--- config.mk ---
export PLATFORM = sky130hd
export DESIGN_NAME = sdram_refresh_arb_flat
export DESIGN_NICKNAME = d
export VERILOG_FILES = /design/src/rtl/sdram_refresh_arb_pkg.sv /design/src/rtl/sdram_refresh_arb_if.sv /design/src/rtl/sdram_ref_timer.sv /design/src/rtl/sdram_refresh_arb.sv /design/src/flat_wrapper.sv
export SDC_FILE = /design/constraint.sdc
export NUM_CORES = 1
export LEC_CHECK = 0
export ABC_AREA = 1
export BUFFER_PORTS_ARGS = -buffer_cell sky130_fd_sc_hd__buf_4
export CAP_MARGIN = 20
export CORE_MARGIN = 8
export CORE_UTILIZATION = 55
export DETAILED_ROUTE_END_ITERATION = 8
export HOLD_SLACK_MARGIN = 0.05
export PLACE_DENSITY_LB_ADDON = 0.15
export SLEW_MARGIN = 20
export SYNTH_ARGS = -nofsm -noshare
export SYNTH_HDL_FRONTEND = slang
export SYNTH_SLANG_ARGS = --single-unit
--- constraint.sdc ---
create_clock -name clk -period 3.1 [get_ports clk]
set_input_delay 0.155 -clock clk [delete_from_list [all_inputs] [get_ports clk]]
set_output_delay 0.155 -clock clk [all_outputs]
set_load 0.01 [all_outputs]
--- src/rtl/sdram_refresh_arb_pkg.sv ---
// rtl/sdram_refresh_arb_pkg.sv - SDRAM command encodings, arbiter states and timing defaults
package sdram_params;

    // {cs_n, ras_n, cas_n, we_n}
    localparam logic [3:0] SDRAM_CMD_NOP       = 4'b0111;
    localparam logic [3:0] SDRAM_CMD_PRECHARGE = 4'b0010;
    localparam logic [3:0] SDRAM_CMD_REFRESH   = 4'b0001;
    localparam logic [3:0] SDRAM_CMD_INH       = 4'b1111;

    typedef enum logic [2:0] {
        S_INIT   = 3'd0,
        S_IDLE   = 3'd1,
        S_ACCESS = 3'd2,
        S_PRE    = 3'd3,
        S_TRP    = 3'd4,
        S_REF    = 3'd5,
        S_TRFC   = 3'd6
    } state_t;

    localparam int DEF_SDRAM_ADDR_WIDTH   = 13;
    localparam int DEF_REF_INTERVAL_CYCLE = 780;
    localparam int DEF_REF_TIMER_WIDTH    = 10;
    localparam int DEF_TRP_CYCLE          = 2;
    localparam int DEF_TRFC_CYCLE         = 7;
    localparam int DEF_REF_DEBT_URGENT    = 4;

    // Wide enough for any practical tRP/tRFC wait.
    localparam int WAIT_CNT_WIDTH = 8;

    // True while the refresh engine owns the pins.
    function automatic logic is_refresh_state(state_t s);
        return (s == S_PRE) || (s == S_TRP) || (s == S_REF) || (s == S_TRFC);
    endfunction

endpackage

--- src/rtl/sdram_refresh_arb_if.sv ---
// rtl/sdram_refresh_arb_if.sv - init, access-engine and SDRAM pin bundle for the refresh arbiter
interface sdram_refresh_arb_if #(
    parameter int SDRAM_ADDR_WIDTH = 13
);
    // init sequencer side
    logic                        init_done;
    logic                        init_cs_n;
    logic                        init_ras_n;
    logic                        init_cas_n;
    logic                        init_we_n;
    logic                        init_cke;
    logic [SDRAM_ADDR_WIDTH-1:0] init_addr;

    // access engine side
    logic                        acc_req;
    logic                        acc_gnt;
    logic                        acc_cs_n;
    logic                        acc_ras_n;
    logic                        acc_cas_n;
    logic                        acc_we_n;
    logic [SDRAM_ADDR_WIDTH-1:0] acc_addr;

    // SDRAM pins and status
    logic                        sdram_cs_n;
    logic                        sdram_ras_n;
    logic                        sdram_cas_n;
    logic                        sdram_we_n;
    logic                        sdram_cke;
    logic [SDRAM_ADDR_WIDTH-1:0] sdram_addr;
    logic                        ref_busy;
    logic                        ref_overflow;

    modport master (
        output init_done, init_cs_n, init_ras_n, init_cas_n, init_we_n, init_cke, init_addr,
        output acc_req, acc_cs_n, acc_ras_n, acc_cas_n, acc_we_n, acc_addr,
        input  acc_gnt,
        input  sdram_cs_n, sdram_ras_n, sdram_cas_n, sdram_we_n, sdram_cke, sdram_addr,
        input  ref_busy, ref_overflow
    );

    modport slave (
        input  init_done, init_cs_n, init_ras_n, init_cas_n, init_we_n, init_cke, init_addr,
        input  acc_req, acc_cs_n, acc_ras_n, acc_cas_n, acc_we_n, acc_addr,
        output acc_gnt,
        output sdram_cs_n, sdram_ras_n, sdram_cas_n, sdram_we_n, sdram_cke, sdram_addr,
        output ref_busy, ref_overflow
    );

endinterface

--- src/rtl/sdram_ref_timer.sv ---
// rtl/sdram_ref_timer.sv - refresh interval timer and saturating refresh-debt counter
module sdram_ref_timer
    import sdram_params::*;
#(
    parameter int REF_INTERVAL_CYCLE = DEF_REF_INTERVAL_CYCLE,
    parameter int REF_TIMER_WIDTH    = DEF_REF_TIMER_WIDTH
) (
    input  logic       clk,
    input  logic       reset,
    input  logic       i_run,
    input  logic       i_ref_done,
    output logic [3:0] o_debt,
    output logic       o_overflow
);

    localparam logic [REF_TIMER_WIDTH-1:0] TIMER_RELOAD = REF_TIMER_WIDTH'(REF_INTERVAL_CYCLE - 1);

    logic [REF_TIMER_WIDTH-1:0] r_timer;
    logic [3:0]                 r_debt;
    logic                       r_overflow;
    logic                       w_tick;

    // One refresh obligation falls due each time the running timer wraps.
    assign w_tick = i_run && (r_timer == '0);

    // Interval down-counter, frozen until the arbiter leaves init.
    always_ff @(posedge clk or posedge reset) begin
        if (reset) begin
            r_timer <= TIMER_RELOAD;
        end else if (i_run) begin
            if (r_timer == '0) begin
                r_timer <= TIMER_RELOAD;
            end else begin
                r_timer <= r_timer - REF_TIMER_WIDTH'(1);
            end
        end
    end

    // Debt grows on tick, shrinks per issued REFRESH; a coincident pair cancels.
    always_ff @(posedge clk or posedge reset) begin
        if (reset) begin
            r_debt     <= 4'd0;
            r_overflow <= 1'b0;
        end else begin
            case ({w_tick, i_ref_done})
                2'b10: begin
                    if (r_debt == 4'hF) begin
                        r_overflow <= 1'b1;
                    end else begin
                        r_debt <= r_debt + 4'd1;
                    end
                end
                2'b01: begin
                    if (r_debt != 4'd0) begin
                        r_debt <= r_debt - 4'd1;
                    end
                end
                default: begin
                end
            endcase
        end
    end

    assign o_debt     = r_debt;
    assign o_overflow = r_overflow;

endmodule

--- src/rtl/sdram_refresh_arb.sv ---
// rtl/sdram_refresh_arb.sv - SDRAM pin owner: init pass-through, then refresh vs access arbitration
module sdram_refresh_arb
    import sdram_params::*;
#(
    parameter int SDRAM_ADDR_WIDTH   = DEF_SDRAM_ADDR_WIDTH,
    parameter int REF_INTERVAL_CYCLE = DEF_REF_INTERVAL_CYCLE,
    parameter int REF_TIMER_WIDTH    = DEF_REF_TIMER_WIDTH,
    parameter int tRP_CYCLE          = DEF_TRP_CYCLE,
    parameter int tRFC_CYCLE         = DEF_TRFC_CYCLE,
    parameter int REF_DEBT_URGENT    = DEF_REF_DEBT_URGENT
) (
    input  logic                clk,
    input  logic                reset,
    sdram_refresh_arb_if.slave  bus
);

    // Wait counters count down to zero, so a delay of N clocks loads N-2
    // (the PRE/REF command cycle and the exit cycle account for the other two).
    localparam int TRP_LOAD  = (tRP_CYCLE > 1) ? (tRP_CYCLE - 2) : 0;
    localparam int TRFC_LOAD = tRFC_CYCLE - 2;
    localparam logic [3:0] URGENT_LEVEL = 4'(REF_DEBT_URGENT);

    state_t                      r_state;
    state_t                      w_state_next;
    logic [WAIT_CNT_WIDTH-1:0]   r_wait_cnt;
    logic [3:0]                  w_debt;
    logic                        w_overflow;
    logic [3:0]                  w_cmd;
    logic [SDRAM_ADDR_WIDTH-1:0] w_addr;
    logic                        w_cke;

    sdram_ref_timer #(
        .REF_INTERVAL_CYCLE (REF_INTERVAL_CYCLE),
        .REF_TIMER_WIDTH    (REF_TIMER_WIDTH)
    ) u_ref_timer (
        .clk        (clk),
        .reset      (reset),
        .i_run      (r_state != S_INIT),
        .i_ref_done (r_state == S_REF),
        .o_debt     (w_debt),
        .o_overflow (w_overflow)
    );

    // State register; reset abandons any refresh sequence in flight.
    always_ff @(posedge clk or posedge reset) begin
        if (reset) begin
            r_state <= S_INIT;
        end else begin
            r_state <= w_state_next;
        end
    end

    // Next state: refresh wins in idle when the access engine is quiet or debt is urgent.
    always_comb begin
        w_state_next = r_state;
        case (r_state)
            S_INIT: begin
                if (bus.init_done) begin
                    w_state_next = S_IDLE;
                end
            end
            S_IDLE: begin
                if ((w_debt != 4'd0) && (!bus.acc_req || (w_debt >= URGENT_LEVEL))) begin
                    w_state_next = S_PRE;
                end else if (bus.acc_req) begin
                    w_state_next = S_ACCESS;
                end
            end
            S_ACCESS: begin
                if (!bus.acc_req) begin
                    w_state_next = S_IDLE;
                end
            end
            S_PRE: begin
                w_state_next = (tRP_CYCLE > 1) ? S_TRP : S_REF;
            end
            S_TRP: begin
                if (r_wait_cnt == '0) begin
                    w_state_next = S_REF;
                end
            end
            S_REF: begin
                w_state_next = S_TRFC;
            end
            S_TRFC: begin
                if (r_wait_cnt == '0) begin
                    w_state_next = S_IDLE;
                end
            end
            default: begin
                w_state_next = S_INIT;
            end
        endcase
    end

    // tRP / tRFC wait counter, loaded on the command cycle and drained in the wait state.
    always_ff @(posedge clk or posedge reset) begin
        if (reset) begin
            r_wait_cnt <= '0;
        end else begin
            case (r_state)
                S_PRE:   r_wait_cnt <= WAIT_CNT_WIDTH'(TRP_LOAD);
                S_REF:   r_wait_cnt <= WAIT_CNT_WIDTH'(TRFC_LOAD);
                S_TRP,
                S_TRFC: begin
                    if (r_wait_cnt != '0) begin
                        r_wait_cnt <= r_wait_cnt - WAIT_CNT_WIDTH'(1);
                    end
                end
                default: begin
                end
            endcase
        end
    end

    // Pin mux decoded purely from state so every command is glitch-free relative to the FSM.
    always_comb begin
        w_cmd  = SDRAM_CMD_NOP;
        w_addr = '0;
        w_cke  = 1'b1;
        case (r_state)
            S_INIT: begin
                w_cmd  = {bus.init_cs_n, bus.init_ras_n, bus.init_cas_n, bus.init_we_n};
                w_addr = bus.init_addr;
                w_cke  = bus.init_cke;
            end
            S_ACCESS: begin
                w_cmd  = {bus.acc_cs_n, bus.acc_ras_n, bus.acc_cas_n, bus.acc_we_n};
                w_addr = bus.acc_addr;
            end
            S_PRE: begin
                w_cmd      = SDRAM_CMD_PRECHARGE;
                w_addr[10] = 1'b1;
            end
            S_REF: begin
                w_cmd = SDRAM_CMD_REFRESH;
            end
            default: begin
            end
        endcase
    end

    assign bus.sdram_cs_n   = w_cmd[3];
    assign bus.sdram_ras_n  = w_cmd[2];
    assign bus.sdram_cas_n  = w_cmd[1];
    assign bus.sdram_we_n   = w_cmd[0];
    assign bus.sdram_addr   = w_addr;
    assign bus.sdram_cke    = w_cke;
    assign bus.acc_gnt      = (r_state == S_ACCESS);
    assign bus.ref_busy     = is_refresh_state(r_state);
    assign bus.ref_overflow = w_overflow;

endmodule
--- src/flat_wrapper.sv ---
// flat-port wrapper written by rule: the top's interface ports become plain ports
module sdram_refresh_arb_flat import sdram_params::*;
#(
    parameter int SDRAM_ADDR_WIDTH   = DEF_SDRAM_ADDR_WIDTH,
    parameter int REF_INTERVAL_CYCLE = DEF_REF_INTERVAL_CYCLE,
    parameter int REF_TIMER_WIDTH    = DEF_REF_TIMER_WIDTH,
    parameter int tRP_CYCLE          = DEF_TRP_CYCLE,
    parameter int tRFC_CYCLE         = DEF_TRFC_CYCLE,
    parameter int REF_DEBT_URGENT    = DEF_REF_DEBT_URGENT
)
  (clk, reset, bus_init_done, bus_init_cs_n, bus_init_ras_n, bus_init_cas_n, bus_init_we_n, bus_init_cke, bus_init_addr, bus_acc_req, bus_acc_cs_n, bus_acc_ras_n, bus_acc_cas_n, bus_acc_we_n, bus_acc_addr, bus_acc_gnt, bus_sdram_cs_n, bus_sdram_ras_n, bus_sdram_cas_n, bus_sdram_we_n, bus_sdram_cke, bus_sdram_addr, bus_ref_busy, bus_ref_overflow);
  sdram_refresh_arb_if #(.SDRAM_ADDR_WIDTH(SDRAM_ADDR_WIDTH)) bus_i ();
  input  logic clk;
  input  logic reset;
  input wire logic [$bits(bus_i.init_done)-1:0] bus_init_done;
  input wire logic [$bits(bus_i.init_cs_n)-1:0] bus_init_cs_n;
  input wire logic [$bits(bus_i.init_ras_n)-1:0] bus_init_ras_n;
  input wire logic [$bits(bus_i.init_cas_n)-1:0] bus_init_cas_n;
  input wire logic [$bits(bus_i.init_we_n)-1:0] bus_init_we_n;
  input wire logic [$bits(bus_i.init_cke)-1:0] bus_init_cke;
  input wire logic [$bits(bus_i.init_addr)-1:0] bus_init_addr;
  input wire logic [$bits(bus_i.acc_req)-1:0] bus_acc_req;
  input wire logic [$bits(bus_i.acc_cs_n)-1:0] bus_acc_cs_n;
  input wire logic [$bits(bus_i.acc_ras_n)-1:0] bus_acc_ras_n;
  input wire logic [$bits(bus_i.acc_cas_n)-1:0] bus_acc_cas_n;
  input wire logic [$bits(bus_i.acc_we_n)-1:0] bus_acc_we_n;
  input wire logic [$bits(bus_i.acc_addr)-1:0] bus_acc_addr;
  output wire logic [$bits(bus_i.acc_gnt)-1:0] bus_acc_gnt;
  output wire logic [$bits(bus_i.sdram_cs_n)-1:0] bus_sdram_cs_n;
  output wire logic [$bits(bus_i.sdram_ras_n)-1:0] bus_sdram_ras_n;
  output wire logic [$bits(bus_i.sdram_cas_n)-1:0] bus_sdram_cas_n;
  output wire logic [$bits(bus_i.sdram_we_n)-1:0] bus_sdram_we_n;
  output wire logic [$bits(bus_i.sdram_cke)-1:0] bus_sdram_cke;
  output wire logic [$bits(bus_i.sdram_addr)-1:0] bus_sdram_addr;
  output wire logic [$bits(bus_i.ref_busy)-1:0] bus_ref_busy;
  output wire logic [$bits(bus_i.ref_overflow)-1:0] bus_ref_overflow;
  assign bus_i.init_done = bus_init_done;
  assign bus_i.init_cs_n = bus_init_cs_n;
  assign bus_i.init_ras_n = bus_init_ras_n;
  assign bus_i.init_cas_n = bus_init_cas_n;
  assign bus_i.init_we_n = bus_init_we_n;
  assign bus_i.init_cke = bus_init_cke;
  assign bus_i.init_addr = bus_init_addr;
  assign bus_i.acc_req = bus_acc_req;
  assign bus_i.acc_cs_n = bus_acc_cs_n;
  assign bus_i.acc_ras_n = bus_acc_ras_n;
  assign bus_i.acc_cas_n = bus_acc_cas_n;
  assign bus_i.acc_we_n = bus_acc_we_n;
  assign bus_i.acc_addr = bus_acc_addr;
  assign bus_acc_gnt = bus_i.acc_gnt;
  assign bus_sdram_cs_n = bus_i.sdram_cs_n;
  assign bus_sdram_ras_n = bus_i.sdram_ras_n;
  assign bus_sdram_cas_n = bus_i.sdram_cas_n;
  assign bus_sdram_we_n = bus_i.sdram_we_n;
  assign bus_sdram_cke = bus_i.sdram_cke;
  assign bus_sdram_addr = bus_i.sdram_addr;
  assign bus_ref_busy = bus_i.ref_busy;
  assign bus_ref_overflow = bus_i.ref_overflow;
  sdram_refresh_arb #(.SDRAM_ADDR_WIDTH(SDRAM_ADDR_WIDTH), .REF_INTERVAL_CYCLE(REF_INTERVAL_CYCLE), .REF_TIMER_WIDTH(REF_TIMER_WIDTH), .tRP_CYCLE(tRP_CYCLE), .tRFC_CYCLE(tRFC_CYCLE), .REF_DEBT_URGENT(REF_DEBT_URGENT)) u_core (.clk(clk), .reset(reset), .bus(bus_i));
endmodule
### Word level (Yosys, flattened, before mapping)

Cells that the tools add are included.

| word-level totals | value |
|---|---|
| flip-flop bits (word level) | 26 |
| logic and storage cells | 65 |

| operators by class | value |
|---|---|
| multiplexer cells | 18 |
| $add $sub $neg | 4 |
| $lt $le $gt $ge | 1 |
| reduce and logical (&&, ||, !) cells | 20 |
| equality and inequality tests | 17 |

Operator list:

| kind | number |
|---|---|
| 8-bit case mux with 3 select lines | 1 |
| 3-bit case mux with 7 select lines | 1 |
| 10-bit case mux with 2 select lines | 1 |
| 3-bit two-way mux | 6 |
| 4-bit case mux with 4 select lines | 1 |
| 10-bit zero test | 1 |
| 10-bit two-way mux | 1 |
| 10-bit by 1-bit subtractor with 10-bit output, second input constant | 1 |
| 3-bit equality test, second input constant | 3 |
| 8-bit zero test | 1 |
| 4-bit two-way mux | 2 |
| 8-bit two-way mux | 1 |
| 2-bit by 1-bit != test with 1-bit output, second input constant | 4 |
| 4-bit case mux with 2 select lines | 1 |
| 8-bit nonzero test | 1 |
| 8-bit by 1-bit subtractor with 8-bit output, second input constant | 1 |
| 3-bit by 2-bit equality test with 1-bit output, second input constant | 2 |
| 2-bit != test, second input constant | 3 |
| 3-bit nonzero test | 2 |
| 5-bit AND reduction | 1 |
| 4-bit by 1-bit adder with 4-bit output, second input constant | 1 |
| 4-bit equality test, second input constant | 1 |
| 4-bit by 3-bit >= comparator with 1-bit output, second input constant | 1 |
| 1-bit logical OR | 4 |
| 16 further kinds | 18 |

### Depth between registers and ports, before layout

Gate-level depths: netlist of run 1.

| logic depth | value |
|---|---|
| depth after elaboration | 5 |
| depth in mapped cells | 14 |

### Hierarchy

A second synthesis of run 1 with hierarchy kept.

| second synthesis, totals | value |
|---|---|
| cell total of the unflattened synthesis | 260 |
| area, all modules | 1918.1 um^2 |

By module, submodules not included:

| module | seq. area each (um^2) | area an instance (um^2) | instances | cells an instance |
|---|---|---|---|---|
| sdram_refresh_arb | 275.3 | 1004.7 | 1 | 150 |
| sdram_ref_timer | 381.6 | 913.4 | 1 | 110 |

### Worst setup path after synthesis of run 1

Ideal clock, no wire load.

| timing path | value |
|---|---|
| kind | reg-to-reg |
| start point | reg u_core.u_ref_timer.r_timer[0] |
| end point | reg u_core.u_ref_timer.r_debt[3] (netlist: u_core.u_ref_timer.o_debt[3]) |
| buffers on the path | 0 |
| cell stages (with the launch flop) | 13 |
| slack | 1035 ps |
| arrival | 1947 ps |
| period minus slack after synthesis | 2065 ps |
| path through | dfstp_2 -> inv_1 -> ha_1 -> inv_1 -> nor3_1 -> nand3_2 -> inv_1 -> ha_1 -> o21bai_1 -> nor2_1 -> nand3_1 -> nand2_1 -> nand2_1 |

| on the way | value |
|---|---|
| cells in the longest elaborated chain, start to end | 5 |

Ends and longest elaborated chain:

| element | line | text |
|---|---|---|
| from (decl) | sdram_ref_timer.sv:18 | `logic [REF_TIMER_WIDTH-1:0] r_timer;` |
| from (signal assigned) | sdram_ref_timer.sv:34 | `r_timer <= r_timer - REF_TIMER_WIDTH'(1);` |
| 10-bit zero test (*) | sdram_ref_timer.sv:24 | `assign w_tick = i_run && (r_timer == '0);` |
| 1-bit logical AND (*) | sdram_ref_timer.sv:24 |  |
| 2-bit by 1-bit equality test with 1-bit output / 2-bit equality test (equally long branches) | sdram_ref_timer.sv:45 | `case ({w_tick, i_ref_done})` |
| 2-bit by 1-bit != test with 1-bit output (no source line) (tied with other cells) | n/a |  |
| 3-bit AND reduction (no source line) | n/a |  |
| to (signal assigned) | sdram_ref_timer.sv:50 | `r_debt <= r_debt + 4'd1;` |
| to (signal assigned) | sdram_ref_timer.sv:55 | `r_debt <= r_debt - 4'd1;` |
| to (decl) | sdram_ref_timer.sv:19 | `logic [3:0] r_debt;` |

Every way passes the cells marked *; elsewhere a longest branch is shown, timed or not.
A chain may end at the register's enable or synchronous reset.

### Final worst setup path of run 1

| timing path | value |
|---|---|
| start point | reg u_core.r_state[1] |
| end point | reg u_core.u_ref_timer.r_debt[3] (netlist: u_core.u_ref_timer.o_debt[3]) |

| on the way | value |
|---|---|
| cells in the longest elaborated chain, start to end | 5 |

Ends and longest elaborated chain:

| element | line | text |
|---|---|---|
| from (decl) | sdram_refresh_arb.sv:23 | `state_t r_state;` |
| from (signal assigned) | sdram_refresh_arb.sv:49 | `r_state <= w_state_next;` |
| 3-bit nonzero test | sdram_refresh_arb.sv:38 | `.i_run (r_state != S_INIT),` |
| 1-bit logical AND | sdram_ref_timer.sv:24 |  |
| 2-bit by 1-bit equality test with 1-bit output / 2-bit equality test (equally long branches) | sdram_ref_timer.sv:45 |  |
| 2-bit by 1-bit != test with 1-bit output (no source line) (tied with other cells) | n/a |  |
| 3-bit AND reduction (no source line) | n/a |  |

Several ways; a longest one is shown, not always the timed one.

==> results.cfg, run 1 <==
[sta]
hold_slack_ps = 118
setup_viol = 0
fmax_mhz = 423
final.period_utilization = 0.762
slew-limit-headroom = 0.544
fin_tns_setup_ps = 0
maxSlewViolCount = 0
fin_crit_ps = 2360
hold_viol = 0
worst_pin_slew_ps = 683
rsz0062_at_grt = false
skew_ps = 9.73

[pwr]
power.total_uw = 2360
clockPowerShare = 0.100
powerDensity_nw_per_um2 = 964
peakVddDrop_uv = 563
pwr-share-seq = 0.279
p_leak_uw = 0.00132
p_comb_frac = 0.622
power.switching_uw = 1130
power.internal_uw = 1230
swShare = 0.478

[yosys]
synth_cell_types = 31
synth.cell_area_um2 = 1890
yosys.area_share.simple = 0.377
synth_common_cells = nand2_1, nor2_1, inv_1
synth_top_cell_by_area = dfrtp_1
synth-xor-area-share = 0.0232
synthAdderAreaFrac = 0.0464
synthTopCellsByArea = dfrtp_1, nand2_1, dfstp_2, nand3_1, a22o_1
synthMuxAreaShare = 0
syn-num-nets = 307
yosysMostFrequentCell = nand2_1
synth-seq-area-share = 0.348
async_reset_ff_frac = 1.00
syn_inst = 261
synth_ff_type = dfrtp_1
synth_top_area_frac = 0.278
synth_edf_count = 0
synth-seq-cells = 26
synth_top_family_by_area = simple AND/OR/NAND/NOR gates
synth_compound_area_frac = 0.128
ys_warn_count = 0
syn_area_per_cell_um2 = 7.24

[cts]
clock_sinks = 26
cts_tree = yes
path_clk_slew_ps = 150
h-tree-depth = 1
cts_buffers = 3
post_cts_buffers = 0
clk_latency_ps = 330
root_buffer = clkbuf_4
cts_buffer_depth = 2

[global_route]
grt_pass1_vias = 1621
globalRoute.totalOverflow = 0
antenna_found_initial = 0
grt_start_max_net_pins = 27
grt_pass1_wl_mm = 7.64
grt_use_total = 0.173

[floorplanning]
row_count = 21
ioPinCount = 60
dieWidth_um = 74.6
start_util = 0.571
die-area_um2 = 5570
coreArea_um2 = 3310
die_y_um = 74.6

[route]
vias = 1895
wire_per_inst_um = 13.1
ant_nets = 0
routed_wl_mm = 4.82
drt_iter0_drc = 104
via_per_inst = 5.14
route.detailed.drc = 0
firstDrtPassIters = 5

[layout]
fillers = 291
layout-drive-gt1-share = 0.291
diodes = 0
fin_nets = 370
stdcell_count = 369
finish.utilization = 0.738
area_growth_pct = 29.3
seq_area_um2 = 657
multi_input_area_um2 = 1080

[run]
drv_cap = 0

[critical_path]
critPathKind = register to register
path_cells = inv_1 > nand3_2 > nand3_2 > inv_1 > ha_1 > o21bai_1 > nor2_1 > nand3_1 > nand2_1 > nand2_1
crit_fanout = 11
arrival_ps = 2600
worstSetupStartpoint = u_core.r_state[1]
critical_path.max_stage_delay_ps = 430
cp-end-kind = register
startpoint_type = register
r2r_start = u_core.r_state[1]
path_buf_inv = 2
critical-path-top-delay-family = simple AND/OR/NAND/NOR gates
cp.required_ps = 3340
crit_slowest_cell = dfrtp_1

[placement]
dp.cells = 363
port_buffers = 59
gp_congestion = 0.882
hpwlAfterDp_mm = 3.88

[status]
status = completed

[worst_hold_path]
hold_start = bus_acc_req
min_path_type = primary input to register
==> per-layer routing <==
metal	up-vias	wire length (um)	GRT usage
met3	4	356	0.0346
met4	0	34	0.0435
met2	60	2260	0.298
met1	855	2170	0.215
li1	976	-	-
met5	-	0	0
==> cells by family (layout without fill, tap and decap cells) <==
kind of cell,Yosys count,in the layout
buf+inv,36,98
flops,26,26
xor+xnor,5,5
compound gates,35,35
fa+ha+maj,7,7
simple gates,152,152
==> state kept, by name, summed over array words and instances, names as in the netlist <==
register                       cells
u_core.r_state                     3
u_core.r_wait_cnt                  8
u_core.u_ref_timer.o_debt          4
u_core.u_ref_timer.o_overflow      1
u_core.u_ref_timer.r_timer        10
==> cell type report <==
type	count	area share
Clock buffer	3	0.00922
Clock inverter	1	0.0123
Inverter	33	0.0507
Multi-Input combinational cell	199	0.444
Sequential cell	26	0.269
Tap cell	46	0.0236
Timing Repair Buffer	61	0.192
==> placed cells by master, fill, tap and decap left out, drive strengths merged <==
| cell | n |
|---|---|
| nand2 | 77 |
| buf | 60 |
| nor2 | 36 |
| inv | 33 |
| nand3 | 28 |
| dfrtp | 21 |
| a22o | 13 |
| o21ai | 13 |
| nand4 | 7 |
| ha | 7 |
| dfstp | 5 |
| xor2 | 4 |
| a21oi | 4 |
| o21bai | 3 |
| clkbuf | 3 |
| nor3 | 2 |
| or2 | 2 |
| xnor2 | 1 |
| a31oi | 1 |
| a21bo | 1 |
| bufinv | 1 |
| dlygate4sd3 | 1 |
==> per-stage QoR <==
stage | setup WS (ps) | instance area (um^2)
after global routing | 521 | 2440
after floorplan | 1030 | 1890
after global placement | 864 | 2370
final | 738 | 2440
after detailed placement | 777 | 2370
after CTS | 746 | 2420
==> what timing repair did <==
| action | 4_1_cts | 5_1_grt |
|---|---|---|
| hold buffers | 0 | 1 |
| setup endpoints to repair | 0 | 0 |
| endpoints found under the hold margin | 0 | 10 |
| resized for setup | 0 | 0 |
==> worst paths after layout <==
path | to | slack, ps | cells past startpoint
setup / recovery | u_core.u_ref_timer.o_debt[3] | 740 | 10
hold / removal | u_core.r_state[0] | 120 | 4
setup reg to reg | u_core.u_ref_timer.o_debt[3] | 740 | 10
hold reg to reg | u_core.u_ref_timer.o_overflow | 490 | 1
max in group asynchronous | u_core.u_ref_timer.r_timer[3] | 2150 | 4
min in group asynchronous | u_core.u_ref_timer.o_overflow | 400 | 3
==> worst min-delay path, delay by kind of cell <==
| kind | cells | cell delay [ps] |
|---|---|---|
| buffers and inverters | 2 | 130 |
| AND/OR/NAND/NOR | 2 | 120 |
==> power by group through the flow <==
stage	Sequential, uW	Clock [uW]	Combinational [uW]
finish	657	235	1460
global route	676	260	1640
CTS	652	240	1470
detailed placement	658	0	1460
global placement	652	0	1440
floorplan	622	0	1060
No activity file was read; power rests on OpenSTA's default activity.
==> run 2: changes to the inputs <==
- CORE_UTILIZATION: 55 -> 51
- clock period: 3.1 -> 2.45 ns (I/O delays scaled with it)
==> run 2 against run 1 <==
Against the previous run: register-to-register slack got worse by 460 ps; sequential share of layout area decreased by 0.30 points; routed wire length decreased by 1.8%; largest power group unchanged; sequential power increased by 26%.
==> results.cfg, run 2 (same netlist as run 1, synthesis figures left out) <==
[critical_path]
critPathKind = register to register
reg2reg_to = u_core.u_ref_timer.o_debt[2]
reg2regPathDepth = 14
cp-end-kind = register
rrSetupSlack_ps = 280
crit_fanout = 5
startpoint_type = register
r2r_start = u_core.u_ref_timer.r_timer[0]
arrival_ps = 2320
cp.required_ps = 2600

[run]
drv_cap = 0

[sta]
hold_viol = 0
worst_pin_slew_ps = 642
slew-limit-headroom = 0.571
final.period_utilization = 0.886
fin_crit_ps = 2170
rsz0062_at_grt = false
setup_viol = 0
skew_ps = 2.35
maxSlewViolCount = 0
fin_tns_setup_ps = 0
fmax_mhz = 461

[worst_hold_path]
hold_start = bus_acc_req
min_path_type = primary input to register
holdPathStages = 4
worstHoldEndpoint = u_core.r_state[0]

[layout]
final_common_cell = nand2_1
area_growth_pct = 30.8
max_flop_register = u_core.u_ref_timer.r_timer
fillers = 326
finish.utilization = 0.685
layout-drive-gt1-share = 0.302
final_cell_mix = nand2_1, buf_4, nor2_1, inv_1, nand3_1
largest_reg_flops = 10
diodes = 0
fin_nets = 375

[global_route]
antenna_found_initial = 0
grt_use_total = 0.158
grt_pass1_vias = 1647
globalRoute.totalOverflow = 0
grt_start_max_net_pins = 19
grt_pass1_wl_mm = 7.91

[cts]
root_buffer = clkbuf_8
clock_sinks = 26
cts_tree = yes
clk_latency_ps = 270
cts_buffer_depth = 2
path_clk_slew_ps = 80
cts_buffers = 3
h-tree-depth = 1

[floorplanning]
coreArea_um2 = 3610
die-area_um2 = 5910
row_count = 22
dieWidth_um = 76.9
ioPinCount = 60
start_util = 0.524
die_y_um = 76.9

[pwr]
p_leak_uw = 0.00133
swShare = 0.477
p_comb_frac = 0.636
power.switching_uw = 1400
pwr-share-seq = 0.282
peakVddDrop_uv = 617
powerDensity_nw_per_um2 = 1190
clockPowerShare = 0.082
power.internal_uw = 1540

[route]
via_per_inst = 4.97
firstDrtPassIters = 4
routed_wl_mm = 4.73
met3_length_um = 331
route.detailed.drc = 0
wire_per_inst_um = 12.6
ant_nets = 0
dr.max_layer_used = met4
met2WireLength_mm = 2.20
vias = 1868
drt_iter0_drc = 85
met1_length_mm = 2.17

[placement]
port_buffers = 59
hpwlAfterDp_mm = 3.87
gp_congestion = 0.840

[status]
status = completed
-- run 2: cell types whose count changed in the layout (fill, tap and decap cells not counted) --
| cell | previous run | this run |
|---|---|---|
| nor2_1 | 30 | 29 |
| clkbuf_1 | 0 | 1 |
| bufinv_16 | 1 | 0 |
| nor2_2 | 4 | 5 |
| buf_4 | 59 | 65 |
| clkbuf_8 | 0 | 3 |
| clkbuf_4 | 3 | 0 |
| buf_8 | 1 | 0 |
-- run 2: metrics by stage --
stage	hold WS [ps]	setup slack (ps)	area (um^2)	cells	total power [uW]
2_1_floorplan	159	385	1890	261	2130
3_3_place_gp	253	262	2410	370	2680
3_5_place_dp	246	173	2410	370	2720
4_1_cts	170	154	2460	375	2970
5_1_grt	196	42.6	2470	376	3240
6_report	174	279	2470	376	2940
-- run 2: power groups by stage --
stage                     sequential, uW  combinational, uW  clock [uW]
final                                830               1870         243
after global routing                 859               2120         265
after floorplan                      788               1340           0
after global placement               830               1850           0
after CTS                            827               1890         252
after detailed placement             833               1880           0
-- run 2: per-layer routing --
| metal | track usage | vias to the layer above |
|---|---|---|
| li1 | - | 983 |
| met1 | 0.211 | 825 |
| met2 | 0.251 | 56 |
| met3 | 0.0326 | 4 |
| met4 | 0.0442 | 0 |
| met5 | 0 | - |
-- run 2: how the worst max path moves through the flow --
| stage | startpoint | end |
|---|---|---|
| 3_5_place_dp | u_core.u_ref_timer.r_timer[0] | u_core.u_ref_timer.o_debt[3] |
| 3_3_place_gp | u_core.u_ref_timer.r_timer[0] | u_core.u_ref_timer.o_debt[3] |
| 4_1_cts | u_core.u_ref_timer.r_timer[0] | u_core.u_ref_timer.o_debt[3] |
| 6_report | u_core.u_ref_timer.r_timer[0] | u_core.u_ref_timer.o_debt[2] |
| 2_1_floorplan | u_core.u_ref_timer.r_timer[0] | u_core.u_ref_timer.o_debt[3] |
| 5_1_grt | u_core.u_ref_timer.r_timer[0] | u_core.u_ref_timer.o_debt[2] |
-- run 2: cell type report --
type / instances / area (um^2) / share of cell area
Clock buffer: 4 / 45.0 / 0.0182
Sequential cell: 26 / 657 / 0.266
Tap cell: 48 / 60.1 / 0.0243
Timing Repair Buffer: 66 / 498 / 0.202
Multi-Input combinational cell: 199 / 1090 / 0.440
Inverter: 33 / 124 / 0.0501
-- run 2: timing repair --
| item | in CTS | in global routing |
|---|---|---|
| hold endpoints to repair | 14 | 0 |
| setup endpoints to repair | 0 | 4 |
| buffers inserted | 0 | 1 |
| gates resized for setup | 0 | 1 |
| hold buffers | 1 | 0 |
-- run 2: critical path: stages, from the launching register on --
cell	delay (ps)
dfstp_2	390
inv_1	90
ha_1	150
inv_1	40
nor3_1	200
nand3_2	170
ha_1	250
nand2_1	90
inv_1	40
nor2_1	160
ha_1	170
a21oi_1	50
xnor2_1	130
nand2_1	50
o21ai_0	70
==> run 3: changes to the inputs <==
- ABC_AREA: 1 -> default
- CORE_UTILIZATION: 51 -> 50
- SETUP_SLACK_MARGIN: default -> 0.05
- clock period: 2.45 -> 2.1 ns (I/O delays scaled with it)
==> run 3 against run 2 <==
Against the previous run: final area up 9.6%; power increased by 7.0%; utilization is 7.8 points higher; combinational power down 6%; via count down 0.16%; maximum frequency is 3.7% lower; sequential cell count unchanged; critical path depth down 4; die area fell by 2.1%; routed wire length is 8.7% higher; the run now ends with setup timing left; hold slack worse by 83 ps.
==> results.cfg, run 3 <==
[yosys]
synth_ff_type = dfrtp_1
ys_warn_count = 0
synth_top_area_frac = 0.291
synth_cell_types = 48
syn-num-nets = 250
synth.cell_area_um2 = 1800
syn_inst = 204
async_reset_ff_frac = 1.00
yosysMostFrequentCell = nor2_1
synth-seq-cells = 26
synthTopCellsByArea = dfrtp_1, dfstp_2, a22o_1, ha_1, xor2_1
synth_common_cells = nor2_1, dfrtp_1, a22o_1
synth-seq-area-share = 0.364
syn_area_per_cell_um2 = 8.84
synth_top_cell_by_area = dfrtp_1
synth_edf_count = 0

[layout]
final_cell_mix = buf_4, nor2_1, dfrtp_1, a22o_1, nand2_1
area_growth_pct = 50.1
seq_area_um2 = 657
largest_reg_flops = 10
diodes = 0
fin_nets = 338
layout-drive-gt1-share = 0.457
stdcell_count = 339
max_flop_register = u_core.u_ref_timer.r_timer
finish.utilization = 0.763
final_common_cell = buf_4
fillers = 263
multi_input_area_um2 = 1160

[route]
wire_per_inst_um = 15.2
drt_iter0_drc = 85
routed_wl_mm = 5.15
dr.max_layer_used = met4
via_per_inst = 5.50
vias = 1865
route.detailed.drc = 0
ant_nets = 0
met2WireLength_mm = 2.55
met1_length_mm = 2.14
firstDrtPassIters = 4
met3_length_um = 399

[global_route]
grt_pass1_wl_mm = 8.91
grt_pass1_vias = 1989
grt_start_max_net_pins = 27
globalRoute.totalOverflow = 0
grt_use_total = 0.181
antenna_found_initial = 0

[floorplanning]
die-area_um2 = 5790
row_count = 22
dieWidth_um = 76.1
start_util = 0.508
ioPinCount = 60
coreArea_um2 = 3550
die_y_um = 76.1

[cts]
cts_buffers = 3
clock_sinks = 26
root_buffer = clkbuf_4
path_clk_slew_ps = 150
cts_tree = yes
clk_latency_ps = 330
cts_buffer_depth = 2
h-tree-depth = 1

[pwr]
powerDensity_nw_per_um2 = 1160
peakVddDrop_uv = 552
p_leak_uw = 0.00126
power.total_uw = 3150

[placement]
port_buffers = 59
dp.cells = 326
pre_cts_slack_ps = -242
hpwlAfterDp_mm = 3.89
gp_congestion = 0.827

[sta]
fin_ws_ps = -155
fmax_mhz = 444
rsz0062_at_grt = true
final.period_utilization = 1.07
worst_pin_slew_ps = 416
setup_viol = 4
slew-limit-headroom = 0.722
fin_crit_ps = 2250
maxSlewViolCount = 0
skew_ps = 7.24
fin_tns_setup_ps = -414
hold_viol = 0

[run]
drv_cap = 0

[critical_path]
reg2reg_to = u_core.u_ref_timer.o_debt[2]
cp.required_ps = 2320
r2r_start = u_core.u_ref_timer.r_timer[3]
worstSetupStartpoint = u_core.u_ref_timer.r_timer[3]
critPathKind = register to register
reg2regPathDepth = 10
cp-end-kind = register
arrival_ps = 2470
rrSetupSlack_ps = -150
crit_fanout = 3
cp-endpoint = u_core.u_ref_timer.o_debt[2]
startpoint_type = register

[status]
status = finished, violations left
violations = setup timing

[worst_hold_path]
holdPathStages = 4
min_path_type = primary input to register
[run 3: timing repair]
action,4_1_cts,5_1_grt
hold buffers,1,0
endpoints found under the setup margin,4,5
resized for setup,13,2
pin swaps,6,3
buffers inserted,6,2
endpoints found under the hold margin,21,0
[run 3: area by class of cell]
cell class	instances	area share
multi-input cells	154	0.429
repair buffers	95	0.270
flip-flops and latches	26	0.242
well taps	48	0.0222
inverters	12	0.0166
clock inverters	1	0.0111
clock buffers	3	0.00831
[run 3: power by group]
group | total (uW) | switching [uW] | internal [uW]
sequential | 1040 | 268 | 767
combinational | 1760 | 840 | 922
clock | 350 | 157 | 193
[run 3: worst min-delay path by stage]
stage,startpoint,end,slack (ps)
3_5_place_dp,reset,u_core.r_wait_cnt[5],180
2_1_floorplan,reset,u_core.r_state[0],140
5_1_grt,bus_acc_req,u_core.r_state[0],110
3_3_place_gp,reset,u_core.r_wait_cnt[6],190
4_1_cts,bus_acc_req,u_core.r_state[1],100
6_report,bus_acc_req,u_core.r_state[0],90
[run 3: logic make-up (layout without fill, tap and decap cells)]
family / count (synthesis) / after routing / synth area share
XOR/XNOR: 16 / 16 / 0.0777
flip-flops: 26 / 26 / 0.364
multiplexers: 4 / 4 / 0.0229
adder cells (fa/ha/maj): 7 / 7 / 0.0485
AO/OA/AOI/OAI: 51 / 51 / 0.198
buffers and inverters: 24 / 111 / 0.0562
AND/OR/NAND/NOR: 76 / 76 / 0.232
[run 3: critical path, stage by stage (launching register included)]
cell and delay (ps):
dfstp_2 400, or3_4 400, nor4_4 170, nand2_2 140
ha_4 200, xor2_1 150, ha_2 190, a21oi_2 120
xnor2_1 140, nand2_1 90, xnor2_1 150
[run 3: metrics by stage]
step / instance area (um^2) / hold slack, ps
after floorplan: 1880 / 141
after global placement: 2520 / 185
after detailed placement: 2520 / 185
after CTS: 2690 / 97.8
after global routing: 2710 / 106
final: 2710 / 91.2
[run 3: per-layer routing]
| layer | vias to the layer above | GRT usage |
|---|---|---|
| met5 | - | 0 |
| li1 | 901 | - |
| met4 | 0 | 0.0462 |
| met3 | 7 | 0.0613 |
| met1 | 892 | 0.207 |
| met2 | 65 | 0.312 |
